$ cat config.mk
export PLATFORM = sky130hd
export DESIGN_NAME = pkt_parity_unit
export DESIGN_NICKNAME = d
export VERILOG_FILES = /design/src/rtl/parity_pkg.sv /design/src/rtl/parity_reduce.sv /design/src/rtl/pkt_parity_unit.sv
export SDC_FILE = /design/constraint.sdc
export NUM_CORES = 1
export LEC_CHECK = 0
export CAP_MARGIN = 10
export CORE_AREA = 4 4 41 43
export CTS_CLUSTER_DIAMETER = 50
export DETAILED_ROUTE_END_ITERATION = 12
export DIE_AREA = 0 0 45 47
export SLEW_MARGIN = 0
export SYNTH_ARGS = -nofsm -noshare
export SYNTH_HDL_FRONTEND = slang
export SYNTH_SLANG_ARGS = --single-unit
$ cat constraint.sdc
create_clock -name clk -period 1.9 [get_ports clk]
set_clock_uncertainty 0.1 [all_clocks]
set_input_delay 0.285 -clock clk [delete_from_list [all_inputs] [get_ports clk]]
set_output_delay 0.285 -clock clk [all_outputs]
set_load 0.01 [all_outputs]
$ cat src/rtl/parity_pkg.sv
// Shared definitions for the packet parity blocks: packet FSM states and
// parity-sense constants.
package parity_pkg;

  typedef enum logic {
    IDLE,  // no beat of the current packet taken yet
    ACCUM  // at least one non-last beat folded into the accumulator
  } state_t;

  localparam logic PAR_EVEN = 1'b0;
  localparam logic PAR_ODD  = 1'b1;

endpackage

$ cat src/rtl/parity_reduce.sv
// Combinational XOR reduction of one beat to a single parity bit.
// Also used by the deframer.
module parity_reduce #(
  parameter int unsigned DATA_W = 8
) (
  input  logic [DATA_W-1:0] data,
  output logic              par
);

  // Even parity of the beat: 1 when an odd number of bits are set
  always_comb begin
    par = ^data;
  end

endmodule

$ cat src/rtl/pkt_parity_unit.sv
// Streaming packet parity generator/checker.
// Folds the parity of every accepted beat into an accumulator, loads one
// result (parity + mismatch against the received parity bit) per packet into
// an output register and hands it off over a valid/ready interface.
// Optional feature: define PAR_ERR_CNT_EN to add the saturating err_cnt port.
module pkt_parity_unit
  import parity_pkg::*;
#(
  parameter int unsigned DATA_W = 8,
  parameter bit          ODD    = PAR_EVEN,
  parameter int unsigned CNT_W  = 8
) (
  input  logic              clk,
  input  logic              rst,
  input  logic              in_valid,
  output logic              in_ready,
  input  logic [DATA_W-1:0] in_data,
  input  logic              in_last,
  input  logic              in_par,
  output logic              out_valid,
  input  logic              out_ready,
  output logic              out_par,
  output logic              out_err
`ifdef PAR_ERR_CNT_EN
  ,
  output logic [CNT_W-1:0]  err_cnt
`endif
);

  if (DATA_W < 1 || CNT_W < 1) begin : g_param_check
    $error("pkt_parity_unit: DATA_W and CNT_W must be at least 1");
  end

  state_t state_q;
  logic   acc_q;
  logic   beat_par;
  logic   acc_next;
  logic   res_par;
  logic   res_err;
  logic   in_fire;
  logic   load;

  parity_reduce #(
    .DATA_W (DATA_W)
  ) u_reduce (
    .data (in_data),
    .par  (beat_par)
  );

  // Handshake and next accumulator / result values for the current beat.
  // Non-last beats never wait; only a last beat needs the output register free.
  always_comb begin
    in_ready = !rst && (!in_last || !out_valid || out_ready);
    in_fire  = in_valid && in_ready;
    load     = in_fire && in_last;
    // First beat of a packet starts from a clean accumulator
    acc_next = (state_q == IDLE) ? beat_par : (acc_q ^ beat_par);
    res_par  = acc_next ^ ODD;
    res_err  = res_par ^ in_par;
  end

  // Packet FSM, accumulator and registered result outputs
  always_ff @(posedge clk) begin
    if (rst) begin
      state_q   <= IDLE;
      acc_q     <= 1'b0;
      out_valid <= 1'b0;
      out_par   <= 1'b0;
      out_err   <= 1'b0;
    end else begin
      if (out_valid && out_ready) begin
        out_valid <= 1'b0;
      end
      if (in_fire) begin
        if (in_last) begin
          state_q   <= IDLE;
          acc_q     <= 1'b0;
          // A same-edge consume is overridden here, keeping out_valid high
          out_valid <= 1'b1;
          out_par   <= res_par;
          out_err   <= res_err;
        end else begin
          state_q <= ACCUM;
          acc_q   <= acc_next;
        end
      end
    end
  end

`ifdef PAR_ERR_CNT_EN
  // Saturating count of results loaded with a parity mismatch
  always_ff @(posedge clk) begin
    if (rst) begin
      err_cnt <= '0;
    end else if (load && res_err && (err_cnt != {CNT_W{1'b1}})) begin
      err_cnt <= err_cnt + 1'b1;
    end
  end
`endif

endmodule

=== Yosys cells after proc, flatten, opt, wreduce, memory -nomap -nowiden ===
Index checks and enable logic that the tools add are counted.

* Word-level logic and storage cells: 23
* Input port bits: 14
* Register bits: 5

* Bitwise operators: 2
* Reductions and logical operators: 10
* Mux-type cells: 6

{| class="wikitable"
|+ Operators by type and width
! operator !! number
|-
| 8-bit parity || 1
|-
| 1-bit 2-to-1 mux || 6
|-
| 1-bit logical AND || 3
|-
| 1-bit logical NOT || 3
|-
| 1-bit logical OR || 2
|-
| 2-bit AND reduction || 1
|-
| 1-bit bitwise XOR || 2
|}

=== Logic depth before layout (Yosys ltp) ===
* Depth in word-level cells: 6
* Mapped depth: 4

=== Modules after synthesis ===
Synthesis repeated with hierarchy kept, for this count alone.

* Cell total of the unflattened synthesis: 34
* Area, all modules: 316.6 um^2

{| class="wikitable"
|+ By module, submodules not included
! module !! instances !! area an instance (um^2) !! cells each !! seq. area each (um^2)
|-
| pkt_parity_unit || 1 || 255.2 || 27 || 100.1
|-
| parity_reduce || 1 || 61.3 || 7 || 0.0
|}

=== Worst setup path after synthesis ===
No wires, ideal clock.

* Kind: input port to flip-flop
* Start point: in in_data[6]
* End point: reg out_err
* Data arrival time: 1.405 ns
* Path slack: 0.316 ns
* Stages on the path: 4
* Cells stage by stage: xor2_1 xnor3_2 xnor3_1 a211oi_2

* Cells in the longest elaborated chain, start to end: 4

{| class="wikitable"
|+ Ends and longest elaborated chain
! what !! line !! text
|-
| start, declared || pkt_parity_unit.sv:17 || <nowiki>input logic [DATA_W-1:0] in_data,</nowiki>
|-
| 8-bit parity * || parity_reduce.sv:12 || <nowiki>par = ^data;</nowiki>
|-
| 1-bit bitwise XOR || pkt_parity_unit.sv:57 || <nowiki>acc_next = (state_q == IDLE) ? beat_par : (acc_q ^ beat_par);</nowiki>
|-
| 1-bit 2-to-1 mux * || pkt_parity_unit.sv:57 ||
|-
| 1-bit bitwise XOR * || pkt_parity_unit.sv:59 || <nowiki>res_err = res_par ^ in_par;</nowiki>
|-
| end signal, assigned || pkt_parity_unit.sv:81 || <nowiki>out_err <= res_err;</nowiki>
|-
| end, declared || pkt_parity_unit.sv:23 || <nowiki>output logic out_err</nowiki>
|}

Every way passes the cells marked *; elsewhere a longest branch is shown, timed or not.
A chain may end at the register's enable or synchronous reset.

=== Worst setup path in the final report ===
Same ends and word-level chain as after synthesis.

==> impl_metrics.toml <==
[setup_path]
critPathKind = "input port to flop"
worst_path_max_delay_cell = "clkdlybuf4s50_1"
worstPathMaxFanout = 2
timing.critical_path.arrival_ns = 1.90
cp_slowest_stage_delay_ns = 0.47
worstSetupEndpointType = "flop"
cp.required_ns = 1.97
worstPathCellList = "clkdlybuf4s50_1 -> xor2_1 -> xnor3_2 -> xnor3_1 -> a211oi_2"
crit_path_start_kind = "input port"

[routing]
drt_iter0_drc = 3
vias_per_cell = 4.31
drtAntennaViolNets = 0
routed_wirelength_um = 650
avgRoutedWirePerCell_um = 9.15
drt-pass1-iter-count = 2
dr_total_vias = 306
drcViolationCount = 0

[timing]
timing_hold_violations_final = 0
tightest_slew_ns = 0.237
min_period_ns = 1.83
grt_setup_unrepaired = "no"
maxClockFrequency_ghz = 0.547
fin_crit_sh = 0.963
timing.final.max_slew_violations = 0
worst_hold_slack_ns = 0.401
worst_slew_margin_rel = 0.841
worst_slack_ns = 0.0706
setup_violations = 0

[finish]
post-route-cell-area_um2 = 549
antennaDiodeCount = 0
num-nets-final = 71
final_core_util = 0.422
synthToLayoutAreaGrowth_pct = 77.7
post_route_cells_drive_above_1_share = 0.143

[synth]
sequential_area_share_after_synthesis = 0.324
ys_dominant_reg_cell = "dfxtp_1"
number_of_enable_type_register_cells_in_the_synthesized_netlist = 0
yosys_warnings = 0
async_reset_ff_frac = 0
synth.top_cells.by_area = "dfxtp_1 (32%), xnor2_1 (14%), xnor3_2 (7.7%)"
synthDistinctLibCells = 19
syn_inst = 32
post-synth-top-area-cell = "dfxtp_1"
mappedNetlistNets = 46
syn_area_um2 = 309
post-synth-top-area-fraction = 0.324
synth.ff_latch_count = 5
synth_common_cells = "dfxtp_1 (5), xnor2_1 (5), a21oi_1 (3), nand2_1 (3), nor2b_1 (2)"
synthesis.area_per_instance_um2 = 9.66

[clock_tree]
cts.sinks = 5
cts_post_setup_buffers_inserted = 0
clock_tree.buffer_depth = 2
clkLatencyLatePin_ns = 0.24
worst_setup_hold_path_clk_slew_ns = 0.04
cts-resized-gates = 0
htreeDepth = 1
cts_root_buffer_type = "clkbuf_4"
postCtsHoldBufs = 0
tritoncts.num_buffers = 3
cts_tree = "done"

[global_route]
groute.usage.overall = 0.0674
use_met1 = 0.0713
grt_util_met3 = 0.0230
grt.met2_usage = 0.110
grt_pass1_vias = 277
grt_start_max_net_pins = 7
grt_first_pass_wirelength_um = 1010
antenna_found_initial = 0
globalRoute.busiestLayer = "met2"
grt_overflow = 0

[power]
cellPowerDensity_mw_per_mm2 = 685
cellLeakagePower_nw = 0.222
peakVddDrop_uv = 288
overall_power_uw = 376

[placed_design]
place_congestion = 0.770
placed_area_um2 = 520
io_buffer_count = 17
post-place-ws_ns = -0.201

[floorplan]
initial_utilization = 0.237
core.rowCount = 13
area_of_the_die_mm2 = 0.00212
die_width_um = 45
ioPinCount = 18
core_area_mm2 = 0.00130
chipHeight_um = 47

[flow_run]
max_cap_viol_count = 0

[min_path]
timing.hold.worst.class = "flop to flop"

[run_status]
outcome = "finished clean"
[report_power, final]
part,switching (mW),total [mW],internal [mW]
registers,0.00435,0.118,0.114
logic,0.0425,0.132,0.0899
clock network,0.0462,0.126,0.0796
[metrics by stage]
stage                     TNS (ns)  instances
after floorplan                  0         32
after global placement      -0.442         67
after detailed placement    -0.484         67
after CTS                        0         71
after global routing             0         71
final                            0         71
[layout make-up]
class                      count  area [um^2]
fill                         142          752
multi-input combinational     26          205
timing repair buffer          20          195
sequential                     5          100
clock buffer                   4         26.3
tap                           15         18.8
inverter                       1         3.75
[kinds of logic (layout without fill, tap and decap cells)]
logic type      Yosys count  count (layout)  share of synthesized area
compound gates            7               7                      0.158
xor+xnor                  8               8                      0.320
buf+inv                   1              25                     0.0121
flops                     5               5                      0.324
simple gates             11              11                      0.186
[final timing paths]
| path | start | endpoint | slack, ns | depth (start not counted) |
|---|---|---|---|---|
| min reg2reg | out_par | out_par | 0.40 | 2 |
| max reg2reg | state_q | out_err | 0.65 | 4 |
| max | in_data[6] | out_err | 0.07 | 5 |
| min | out_par | out_par | 0.40 | 2 |
[worst max-delay path: cells and delay by family]
kind	cells	cell delay [ns]
xor+xnor	3	0.95
buf+inv	1	0.47
compound gates	1	0.20
[cells in the final DEF (no fill, tap or decap)]
master and n:
buf_4 3, nor3_1 1, dfxtp_1 5, a211o_1 1
xor2_1 1, a21oi_1 3, and3_1 1, clkbuf_1 1
nand2_1 3, xnor3_1 1, nor2b_1 2, nor2_1 1
xnor3_2 1, nand3_1 1, xnor2_1 5, clkdlybuf4s50_1 16
o21ai_0 1, nand2b_1 1, nand3b_1 1, clkbuf_4 3
dlymetal6s2s_1 1, a211oi_2 1, o31ai_1 1, inv_1 1
[registers in the layout, indices dropped and copies added (netlist names)]
name	flops
out_err	1
state_q	1
acc_q	1
out_valid	1
out_par	1
[metal layers]
metal	wire (um)	part of all wire
met5	0	0
met1	286	0.44
met4	21	0.032
met3	39	0.060
met2	302	0.46
Power figures use the tool's default switching activity.
